File: config.mk
export PLATFORM = sky130hd
export DESIGN_NAME = conv_scan_ctrl
export DESIGN_NICKNAME = d
export VERILOG_FILES = /design/src/rtl/conv_scan_ctrl.sv
export SDC_FILE = /design/constraint.sdc
export NUM_CORES = 1
export LEC_CHECK = 0
export CORE_MARGIN = 1.5
export CORE_UTILIZATION = 35
export CTS_BUF_LIST = sky130_fd_sc_hd__clkbuf_4
export CTS_CLUSTER_DIAMETER = 120
export DETAILED_ROUTE_END_ITERATION = 7
export PLACE_DENSITY = 0.58
export REMOVE_ABC_BUFFERS = 1
export SKIP_LAST_GASP = 1
export SLEW_MARGIN = 20
export SYNTH_ARGS = -nofsm -noshare
export SYNTH_HDL_FRONTEND = slang
export SYNTH_SLANG_ARGS = --single-unit
File: constraint.sdc
create_clock -name clk -period 3.1 [get_ports clk]
set_input_delay 0.93 -clock clk [delete_from_list [all_inputs] [get_ports clk]]
set_output_delay 0.93 -clock clk [all_outputs]
set_load 0.03 [all_outputs]
File: src/rtl/conv_scan_ctrl.sv
// Raster-scan sequencer feeding the convolution line buffer: one push strobe per accepted pixel,
// then IMG_W zero pushes to drain, with input/output pixel coordinates tracked throughout.
module conv_scan_ctrl #(
  parameter int IMG_W = 180,
  parameter int IMG_H = 180,
  parameter int PIX_W = 9,
  localparam int CW = (IMG_W > 1) ? $clog2(IMG_W) : 1,
  localparam int RW = (IMG_H > 1) ? $clog2(IMG_H) : 1
) (
  input  logic             clk,
  input  logic             reset,
  input  logic             start,
  input  logic             pix_valid,
  input  logic [PIX_W-1:0] pix_in,
  output logic             pix_ready,
  output logic             push,
  output logic [PIX_W-1:0] buf_din,
  output logic [CW-1:0]    in_col,
  output logic [RW-1:0]    in_row,
  output logic             out_valid,
  output logic [CW-1:0]    out_col,
  output logic [RW-1:0]    out_row,
  output logic             busy,
  output logic             frame_done
);

  localparam int PCW = $clog2(IMG_W * IMG_H + IMG_W + 1);
  localparam int DCW = $clog2(IMG_W + 1);
  localparam logic [CW-1:0]  COL_LAST = CW'(IMG_W - 1);
  localparam logic [RW-1:0]  ROW_LAST = RW'(IMG_H - 1);
  localparam logic [PCW-1:0] P_FULL   = PCW'(IMG_W);
  localparam logic [DCW-1:0] DRN_N    = DCW'(IMG_W);

  typedef enum logic [2:0] {
    S_IDLE,
    S_FILL,
    S_RUN,
    S_DRAIN,
    S_DONE
  } state_t;

  state_t         state_q, state_d;
  logic           accept;
  logic           drain_push;
  logic           col_last;
  logic           frame_last;
  logic [PCW-1:0] p_cnt;
  logic [DCW-1:0] drn_cnt;

  always_ff @(posedge clk or negedge reset) begin
    if (!reset) state_q <= S_IDLE;
    else        state_q <= state_d;
  end

  // The buffer is edge-triggered on push, so ready is withheld while a strobe is high.
  always_comb begin
    state_d    = state_q;
    pix_ready  = (state_q == S_FILL || state_q == S_RUN) && !push;
    accept     = pix_valid && pix_ready;
    col_last   = (in_col == COL_LAST);
    frame_last = col_last && (in_row == ROW_LAST);
    drain_push = (state_q == S_DRAIN) && !push && (drn_cnt != DRN_N);
    busy       = (state_q != S_IDLE);
    frame_done = (state_q == S_DONE);
    case (state_q)
      S_IDLE:  if (start) state_d = S_FILL;
      S_FILL: begin
        if (accept && frame_last)    state_d = S_DRAIN;
        else if (accept && col_last) state_d = S_RUN;
      end
      S_RUN:   if (accept && frame_last) state_d = S_DRAIN;
      // Leave only after the low cycle following the final zero strobe.
      S_DRAIN: if (!push && drn_cnt == DRN_N) state_d = S_DONE;
      S_DONE:  state_d = S_IDLE;
      default: state_d = S_IDLE;
    endcase
  end

  always_ff @(posedge clk or negedge reset) begin
    if (!reset) begin
      push      <= 1'b0;
      buf_din   <= '0;
      out_valid <= 1'b0;
    end else begin
      push <= accept || drain_push;
      if (accept)          buf_din <= pix_in;
      else if (drain_push) buf_din <= '0;
      // The first IMG_W pushes only fill the buffer; later ones shift a real pixel out.
      out_valid <= push && (p_cnt >= P_FULL);
    end
  end

  always_ff @(posedge clk or negedge reset) begin
    if (!reset) begin
      in_col  <= '0;
      in_row  <= '0;
      out_col <= '0;
      out_row <= '0;
      p_cnt   <= '0;
      drn_cnt <= '0;
    end else if (state_q == S_IDLE && start) begin
      in_col  <= '0;
      in_row  <= '0;
      out_col <= '0;
      out_row <= '0;
      p_cnt   <= '0;
      drn_cnt <= '0;
    end else begin
      if (accept) begin
        if (col_last) begin
          in_col <= '0;
          in_row <= (in_row == ROW_LAST) ? '0 : in_row + 1'b1;
        end else begin
          in_col <= in_col + 1'b1;
        end
      end
      if (out_valid) begin
        if (out_col == COL_LAST) begin
          out_col <= '0;
          out_row <= (out_row == ROW_LAST) ? '0 : out_row + 1'b1;
        end else begin
          out_col <= out_col + 1'b1;
        end
      end
      if (push)       p_cnt   <= p_cnt + 1'b1;
      if (drain_push) drn_cnt <= drn_cnt + 1'b1;
    end
  end

  a_push_rtz: assert property (@(posedge clk) disable iff (!reset) push |=> !push);
  a_ready_excl: assert property (@(posedge clk) disable iff (!reset) !(pix_ready && push));
  a_ov_pulse: assert property (@(posedge clk) disable iff (!reset) out_valid |=> !out_valid);
  a_done_pulse: assert property (@(posedge clk) disable iff (!reset) frame_done |=> !frame_done);

endmodule

==> impl_metrics.yaml <==
detailed_routing:
  drt_first_pass_iters: 6
  viasPerCell: 5.14
  ant_nets: 0
  first_iter_violations: 120
  drc_errors: 0
  wire_per_inst_um: 13.9
  finalWirelength_um: 7840
  vias: 2893
cts:
  cts_tree: "built"
  clock_sinks: 69
  post-cts-setup-buffer-count: 0
  clk_latency_ns: 0.41
  htree_levels: 3
  cts.path.max_buffers: 2
  clkTransAtPathRegs_ns: 0.13
  ctsHoldBuffers: 0
  ctsResizeCount: 2
  cts_made_buffers: 9
  clock-root-buffer: "clkbuf_4"
timing:
  max_freq_mhz: 335
  fin_tns_setup_ns: 0
  min_period_ns: 2.99
  drv_slew: 0
  finalCritPeriodShare_pct: 96.4
  finalSetupViolCount: 0
  holdWs_ns: 0.491
  finalWorstSetupSlack_ns: 0.112
  worst_pin_slew_ns: 0.649
  hold_viol: 0
  fin_skew_ns: 0.0204
  slew_headroom_pct: 56.6
  rsz0062_at_grt: "no"
grt:
  grt_use_met3_pct: 3.23
  grt_pass1_vias: 2838
  grt_max_degree: 48
  grt_pass1_wl_um: 13400
  met1_usage_pct: 21.6
  top_usage_layer: "met2"
  gr-total-overflow: 0
  met2_usage_pct: 26.1
  grt_usage_pct: 16.0
  antenna_found_initial: 0
logic_synthesis:
  synth_top_cell_area_share_pct: 49.1
  ys_top_cells_by_area: "dfrtp_1 49%, nor2_1 4.1%, xor2_1 3.7%"
  synth-main-ff-cell: "dfrtp_1"
  synth_most_common_cell: "dfrtp_1"
  synth_edf_count: 0
  yosys_register_bits: 69
  ys_async_sr_fraction_pct: 100
  synth_seq_area_share_pct: 49.1
  yosys_warnings: 0
  avgSynthCellArea_um2: 9.78
  yosys.area.top_type: "dfrtp_1"
  synth_area_um2: 3520
  ys_types: 49
  synthTopCellsByCount: "69 x dfrtp_1, 38 x nor2_1, 33 x nand2_1, 23 x o21ai_0, 17 x nand3_1"
  synth_cells: 360
die:
  ios: 59
  row_count: 36
  die_w_um: 103
  die-area_um2: 10700
  die_h_um: 103
  start_util_pct: 36.0
  core_um2: 9770
setup_path:
  critPathLaunch: "state_q[0]"
  cp.arrival_ns: 2.06
  path_buf_inv: 1
  crit_fanout: 13
  cpPeakStageDelay_ns: 0.72
  cp_data_required_time_ns: 2.17
  setup.worst_path.end: "pix_ready"
  critical_path_class: "flip-flop to output port"
  critPathTopFamily: "buffers and inverters"
  crit_cells: 3
  reg2reg_depth: 6
  crit_chain: "xnor2_1 > nor3_1 > clkdlybuf4s50_1"
  start_kind: "flip-flop"
  reg2reg_from: "drn_cnt[0]"
  slowest_stage: "clkdlybuf4s50_1"
  crit_path_end_kind: "output port"
  ff2ff_setup_slack_ns: 0.78
  timing.rr.end: "buf_din[0]"
finish:
  area_growth_pct: 25.3
  regArea_um2: 1730
  insertedDiodeCount: 0
  multi_input_area_um2: 1730
  nets: 446
  fillerInstances: 976
  drive_gt1_share_pct: 8.37
job:
  maxCapViolCount: 0
power_and_ir_drop:
  power_density_nw_per_um2: 585
  power_mw: 2.58
  ir_worst_vdd_uv: 261
  p_leak_nw: 1.85
placement:
  place_congestion: 0.812
  dpl_worst_slack_ns: 0.235
  dp_hpwl_um: 5540
  io_buffers: 58
worst_hold_path:
  hold_path_class: "input pin to async pin"
run_status:
  outcome: "finished clean"
worst min-delay path by stage:
stage,from,endpoint,depth (start not counted)
after global placement,buf_din[5],buf_din[5],1
after global routing,reset,out_col[5],1
after detailed placement,buf_din[3],buf_din[3],1
final,reset,out_col[6],1
after CTS,reset,out_col[5],1
after floorplan,drn_cnt[7],drn_cnt[7],2
area by class of cell:
class | instances | area share, %
multi-input combinational | 272 | 39.2
timing repair buffer | 66 | 14.7
clock inverter | 7 | 0.965
clock buffer | 9 | 1.53
tap | 133 | 3.77
inverter | 7 | 0.596
sequential | 69 | 39.2
through the flow:
stage | instances | cell area [um2] | utilization (%)
after global routing | 563 | 4410 | 45.1
after global placement | 547 | 4300 | 44.0
final | 563 | 4410 | 45.1
after detailed placement | 547 | 4300 | 44.0
after CTS | 563 | 4410 | 45.1
after floorplan | 348 | 3470 | -
power breakdown:
part	switching, mW	leakage, nW	internal, mW
Sequential	0.201	0.906	1.05
Combinational	0.468	0.881	0.371
Clock	0.333	0.0591	0.159
Total	1.00	1.85	1.58
cell usage in the layout, fill, tap and decap left out, types with 6 or more instances in the layout:
master / synthesis / routed
nand4_1: 11 / 11
and2_1: 6 / 6
ha_1: 8 / 8
or3_1: 9 / 9
nand2_1: 33 / 33
nor2_1: 38 / 38
buf_4: 0 / 7
dfrtp_1: 69 / 66
inv_1: 7 / 7
clkdlybuf4s50_1: 0 / 57
clkbuf_4: 0 / 9
xnor2_1: 12 / 12
a21oi_1: 15 / 15
nand3_1: 17 / 17
nor3_1: 9 / 9
a22o_1: 9 / 9
and3_1: 6 / 6
nand2b_1: 6 / 6
xor2_1: 15 / 15
o21ai_0: 23 / 23
sequential cells by signal, summed over array words and instances, names as in the netlist:
signal,count
p_cnt,15
buf_din,9
drn_cnt,8
in_col,8
in_row,8
out_col,8
out_row,8
state_q,3
out_valid,1
push,1
per-layer routing:
layer / vias to the layer above / part of all wire [%]
met5: - / 0
met4: 0 / 1.1
met3: 9 / 4.0
met2: 65 / 47
met1: 1405 / 47
li1: 1414 / -
cells by family (layout without fill, tap and decap cells):
group                      count (synthesis)  in the layout  synth area share (%)
adders and majority gates                  8              8                  2.84
AOI/OAI and AO/OA                         70             70                  13.2
muxes                                      4              4                  1.14
xor gates and xnor gates                  27             27                  6.72
buffers and inverters                     19             89                  2.06
and+or+nand+nor                          163            163                  25.0
DFF                                       69             69                  49.1
Note: power is estimated with default switching activity, not from simulation.
==> RTL edit 1, RTL diff (same settings) <==
Re-encode `state_t` (5 states) as one-hot, 5 bits wide.
--- a/src/rtl/conv_scan_ctrl.sv
+++ b/src/rtl/conv_scan_ctrl.sv
@@ -33,8 +33,8 @@
 
-  typedef enum logic [2:0] {
-    S_IDLE,
-    S_FILL,
-    S_RUN,
-    S_DRAIN,
-    S_DONE
+  typedef enum logic [4:0] {
+    S_IDLE  = 5'b00001,
+    S_FILL  = 5'b00010,
+    S_RUN   = 5'b00100,
+    S_DRAIN = 5'b01000,
+    S_DONE  = 5'b10000
   } state_t;
Formal check against the unedited RTL: no difference found for any inputs over 10 cycles, from zero or initial values and one cycle with reset low; not proved beyond that.
==> RTL edit 1 against the original RTL <==
Routed wire length up 13%; largest cell class is now multi-input gates; largest power group unchanged; area after synthesis is 6.3% higher; sequential cell count rose by 2; clock power grew 51%; register-to-register slack better by 100 ps; worst setup slack better by 120 ps; power grew 11%; via count rose by 10%; critical endpoint is now frame_done; sequential power is 7% lower; final area rose by 6.8%.
==> RTL edit 1: results (changes against the original RTL) <==
[run_status]
status=completed

[sta]
worst_pin_slew_ps=767  ; +118 ps
setup_violations=0  ; unchanged
skew_ps=21.6  ; +1.23 ps

[worst_hold_path]
hp-class=in -> async

[synthesis]
yosys_warnings=0  ; unchanged
async_reset_ff_share_pct=100  ; unchanged
synth_area_leaders=dfrtp_1, nand2_1, nand3_1, nand4_1, xnor2_1
ys_types=55  ; +12%
yosys_most_used_dff=dfrtp_1
yosysSeqAreaShare_pct=47.5  ; -1.5 points
synth_common_cells=dfrtp_1, nand2_1, nor2_1, nand3_1

[place]
gp_congestion=0.825  ; +1.6%
port_buffers=58  ; unchanged
dp_hpwl_um=6300  ; +14%

[layout]
fill_cells=1044  ; +7.0%
drive_above_1_share_pct=9.39  ; +1.0 points
nets=474  ; +6.3%
n_antenna_cell=0  ; unchanged
top_regs=p_cnt: 15 flops, buf_din: 9 flops

[power_and_ir_drop]
p_sw_share_pct=36.0  ; -2.8 points
leakagePower_nw=1.93  ; +4.6%
ir_drop_v=0.000256  ; -2.0%

[routing]
drt_iter0_drc=117  ; -2.5%
drt_wl_total_um=8900  ; +13%
vias_per_cell=5.38  ; +4.7%
firstDrtPassIters=4  ; -2

[setup_path]
arrival_ps=1940  ; -120 ps
path_max_fanout=10  ; -3

[clock_tree]
cts_max_level=3  ; unchanged
numCtsBuffers=9  ; unchanged
clk_pin_slew_ps=110  ; -20 ps
cts_buffer_depth=2  ; unchanged
clock_latency_ps=430  ; +20 ps
root_buffer=clkbuf_4

[grt]
grt_pass1_vias=3142  ; +11%
grt_max_degree=33  ; -31%
antenna_found_initial=0  ; unchanged
grt_pass1_wl_um=15100  ; +12%
grtUsageTotal_pct=16.6  ; +0.57 points

[die]
core_mm2=0.0104  ; +6.1%

[RTL edit 1: cell count changes in the layout (fill, tap and decap cells not counted), sizes merged, moves of 7 or more]
cell | before | now
buf | 9 | 17
inv | 7 | 14
nand4 | 11 | 18
nor2 | 38 | 27
nor4 | 2 | 10
or4 | 0 | 10
xor2 | 15 | 8
[RTL edit 1: critical path: stages (launching register included)]
cell and delay [ps]:
dfstp_2 430, or3_1 370, nor3b_1 270, dlygate4sd2_1 440
[RTL edit 1: timing repair]
action	CTS	global route
setup buffers	0	0
resized for setup	2	1
gates cloned	0	0
pin swaps	0	0
setup endpoints to repair	2	1
[RTL edit 1: path summary, 6_finish.rpt]
kind,start,endpoint,slack [ps],cells past startpoint
min in group clk,buf_din[8],buf_din[8],510,1
max reg2reg,drn_cnt[0],buf_din[3],880,6
max in group asynchronous,reset,p_cnt[8],1950,2
max,state_q[0],frame_done,230,3
min reg2reg,buf_din[8],buf_din[8],510,1
min,reset,drn_cnt[2],500,1
[RTL edit 1: area by class of cell]
cell class / count / area (um^2) / area share (%)
Multi-Input combinational cell: 283 / 1820 / 38.7
Sequential cell: 71 / 1780 / 37.8
Inverter: 14 / 52.6 / 1.12
Clock inverter: 7 / 111 / 2.37
Tap cell: 136 / 170 / 3.61
Timing Repair Buffer: 74 / 708 / 15.0
Clock buffer: 9 / 67.6 / 1.44
[RTL edit 1: logic make-up (layout without fill, tap and decap cells)]
family	Yosys count	count (layout)	share of synthesized area, %
mux	7	7	1.87
compound gates	78	78	13.9
flops	71	71	47.5
xor+xnor	20	20	4.68
fa+ha+maj	8	8	2.68
buf+inv	36	104	3.81
simple gates	170	170	25.6
[RTL edit 1: power groups by stage]
| stage | combinational (mW) | sequential, mW | clock (mW) |
|---|---|---|---|
| floorplan | 0.348 | 1.37 | 0 |
| global placement | 0.967 | 1.18 | 0 |
| detailed placement | 0.975 | 1.18 | 0 |
| CTS | 0.977 | 1.16 | 0.766 |
| global route | 1.04 | 1.18 | 0.812 |
| finish | 0.967 | 1.16 | 0.745 |
[RTL edit 1: per-layer routing]
layer / routed length, um / vias up / part of all wire [%] / global-route usage [%]
met5: 0 / - / 0 / 0
met4: 117 / 0 / 1.3 / 5.41
met3: 253 / 10 / 2.8 / 3.56
met2: 4220 / 43 / 47 / 26.6
met1: 4300 / 1575 / 48 / 22.3
li1: - / 1568 / - / -
[RTL edit 1: through the flow]
step | cells | hold WS [ps] | cell area (um^2) | setup slack, ps | utilization, %
finish | 594 | 497 | 4710 | 234 | 45.4
global route | 594 | 522 | 4710 | 82.0 | 45.4
CTS | 594 | 508 | 4710 | 59.5 | 45.4
detailed placement | 578 | 487 | 4530 | 265 | 43.7
global placement | 578 | 486 | 4530 | 332 | 43.7
floorplan | 368 | 481 | 3650 | 551 | -
==> RTL edit 2, RTL diff (same flow settings) <==
Without the edit above. Change the parameter `IMG_H` from 180 to 360.
--- a/src/rtl/conv_scan_ctrl.sv
+++ b/src/rtl/conv_scan_ctrl.sv
@@ -4,3 +4,3 @@
   parameter int IMG_W = 180,
-  parameter int IMG_H = 180,
+  parameter int IMG_H = 360,
   parameter int PIX_W = 9,
Ports: changed (resized in_row and out_row); port bits go from 59 to 61. The function was not compared with the original's and may differ.
==> RTL edit 2 against the original RTL <==
Routed wire length is 16% higher; hold slack lost 24 ps; final area rose by 10%; critical path depth unchanged; worst setup slack improved by 45 ps; sequential cell count up 3; via count is 16% higher; area after synthesis rose by 12%; largest cell class is now multi-input gates.
Power is not compared: it rests on default switching activity, and its combinational part moved more than twofold at a synthesized area within 25%.
==> RTL edit 2: results (changes against the original RTL) <==
[grt]
grt_pass1_vias=3165  ; +12%
grtUsageTotal_pct=16.3  ; +0.23 points
met2_usage_pct=25.9  ; -0.13 points
grtUsageMet3_pct=3.35  ; +0.12 points
grt_max_degree=34  ; -29%
grtUsageMet1_pct=22.3  ; +0.69 points
busiest_layer=met2
grt_pass1_wl_um=15400  ; +15%

[clock_tree]
post_cts_buffers=0  ; unchanged
clk_pin_slew_ps=120
numCtsBuffers=9  ; unchanged
cts_max_level=3  ; unchanged
root_buffer=clkbuf_4

[sta]
slew_headroom_pct=58.8  ; +2.3 points
hold_viol=0  ; unchanged
skew_ps=17.1  ; -3.28 ps

[power_and_ir_drop]
ir_drop_v=0.000352

[layout]
drive_above_1_share_pct=9.01  ; +0.64 points
n_antenna_cell=0  ; unchanged
largest_reg_flops=16  ; +1
nets=493  ; +11%

[synthesis]
yosysSeqAreaShare_pct=45.8  ; -3.3 points
yosys_warnings=0  ; unchanged
synth_common_cells=dfrtp_1, nor2_1, nand2_1, a21oi_1, inv_1
ys_types=63  ; +29%
synth_area_leaders=dfrtp_1, nor2_1, nand2_1, xnor2_1, a21oi_1

[place]
port_buffers=60  ; +3.4%
dp_hpwl_um=6400  ; +16%
gp_congestion=0.830  ; +2.2%

[setup_path]
path_max_fanout=9  ; -4
arrival_ps=2010  ; -50 ps

[run_status]
status=completed

[routing]
ant_nets=0  ; unchanged
drt_iter0_drc=161  ; +34%
firstDrtPassIters=4  ; -2
vias_per_cell=5.44  ; +5.9%
drt_wl_total_um=9090  ; +16%

[RTL edit 2: repair_timing]
item | in CTS | in global routing
hold endpoints to repair | 0 | 0
resized for setup | 0 | 1
setup endpoints to repair | 0 | 1
[RTL edit 2: cells by family after synthesis]
| family | count (synthesis) | share of synthesized area, % |
|---|---|---|
| buffers and inverters | 39 | 4.64 |
| XOR/XNOR | 25 | 5.56 |
| AND/OR/NAND/NOR | 168 | 25.0 |
| AO/OA/AOI/OAI | 90 | 15.2 |
| adder cells (fa/ha/maj) | 8 | 2.54 |
| flip-flops | 72 | 45.8 |
| multiplexers | 5 | 1.30 |
[RTL edit 2: critical path: stages, from the launching register on]
cell,delay [ps]
dfrtp_1,470
buf_4,200
or3_1,320
clkdlybuf4s50_1,600
[RTL edit 2: area by class of cell]
type | instances | area [um^2]
tap | 140 | 175
multi-input combinational | 296 | 1960
fill | 1051 | 6020
inverter | 21 | 78.8
timing repair buffer | 72 | 698
sequential | 72 | 1800
clock inverter | 5 | 71.3
clock buffer | 11 | 82.6
[RTL edit 2: report_power, final]
part           total, mW  internal, mW  switching, mW
logic               1.77         0.774           1.00
clock network      0.677         0.339          0.338
registers           1.69          1.27          0.427
total               4.15          2.38           1.77
[RTL edit 2: routing by layer]
metal  part of all wire, %  routed length, um
met4                   1.1                 97
met5                     0                  0
met2                    48               4370
met1                    47               4310
met3                   3.4                313
[RTL edit 2: final timing paths]
path	startpoint	endpoint	slack, ps	cells past startpoint
max	state_q[0]	busy	160	3
min	reset	buf_din[6]	470	1
max reg2reg	out_row[0]	out_row[6]	1090	5
min reg2reg	buf_din[1]	buf_din[1]	510	1
max in group asynchronous	reset	p_cnt[8]	1970	2
min in group clk	buf_din[1]	buf_din[1]	510	1
[RTL edit 2: through the flow]
| stage | hold slack (ps) | cells | cell area (um^2) | worst slack, ps |
|---|---|---|---|---|
| 3_3_place_gp | 486 | 601 | 4710 | 440 |
| 6_report | 467 | 617 | 4870 | 158 |
| 5_1_grt | 482 | 617 | 4870 | 67.1 |
| 2_1_floorplan | 519 | 389 | 3830 | -496 |
| 3_5_place_dp | 487 | 601 | 4710 | 428 |
| 4_1_cts | 473 | 617 | 4870 | 56.7 |
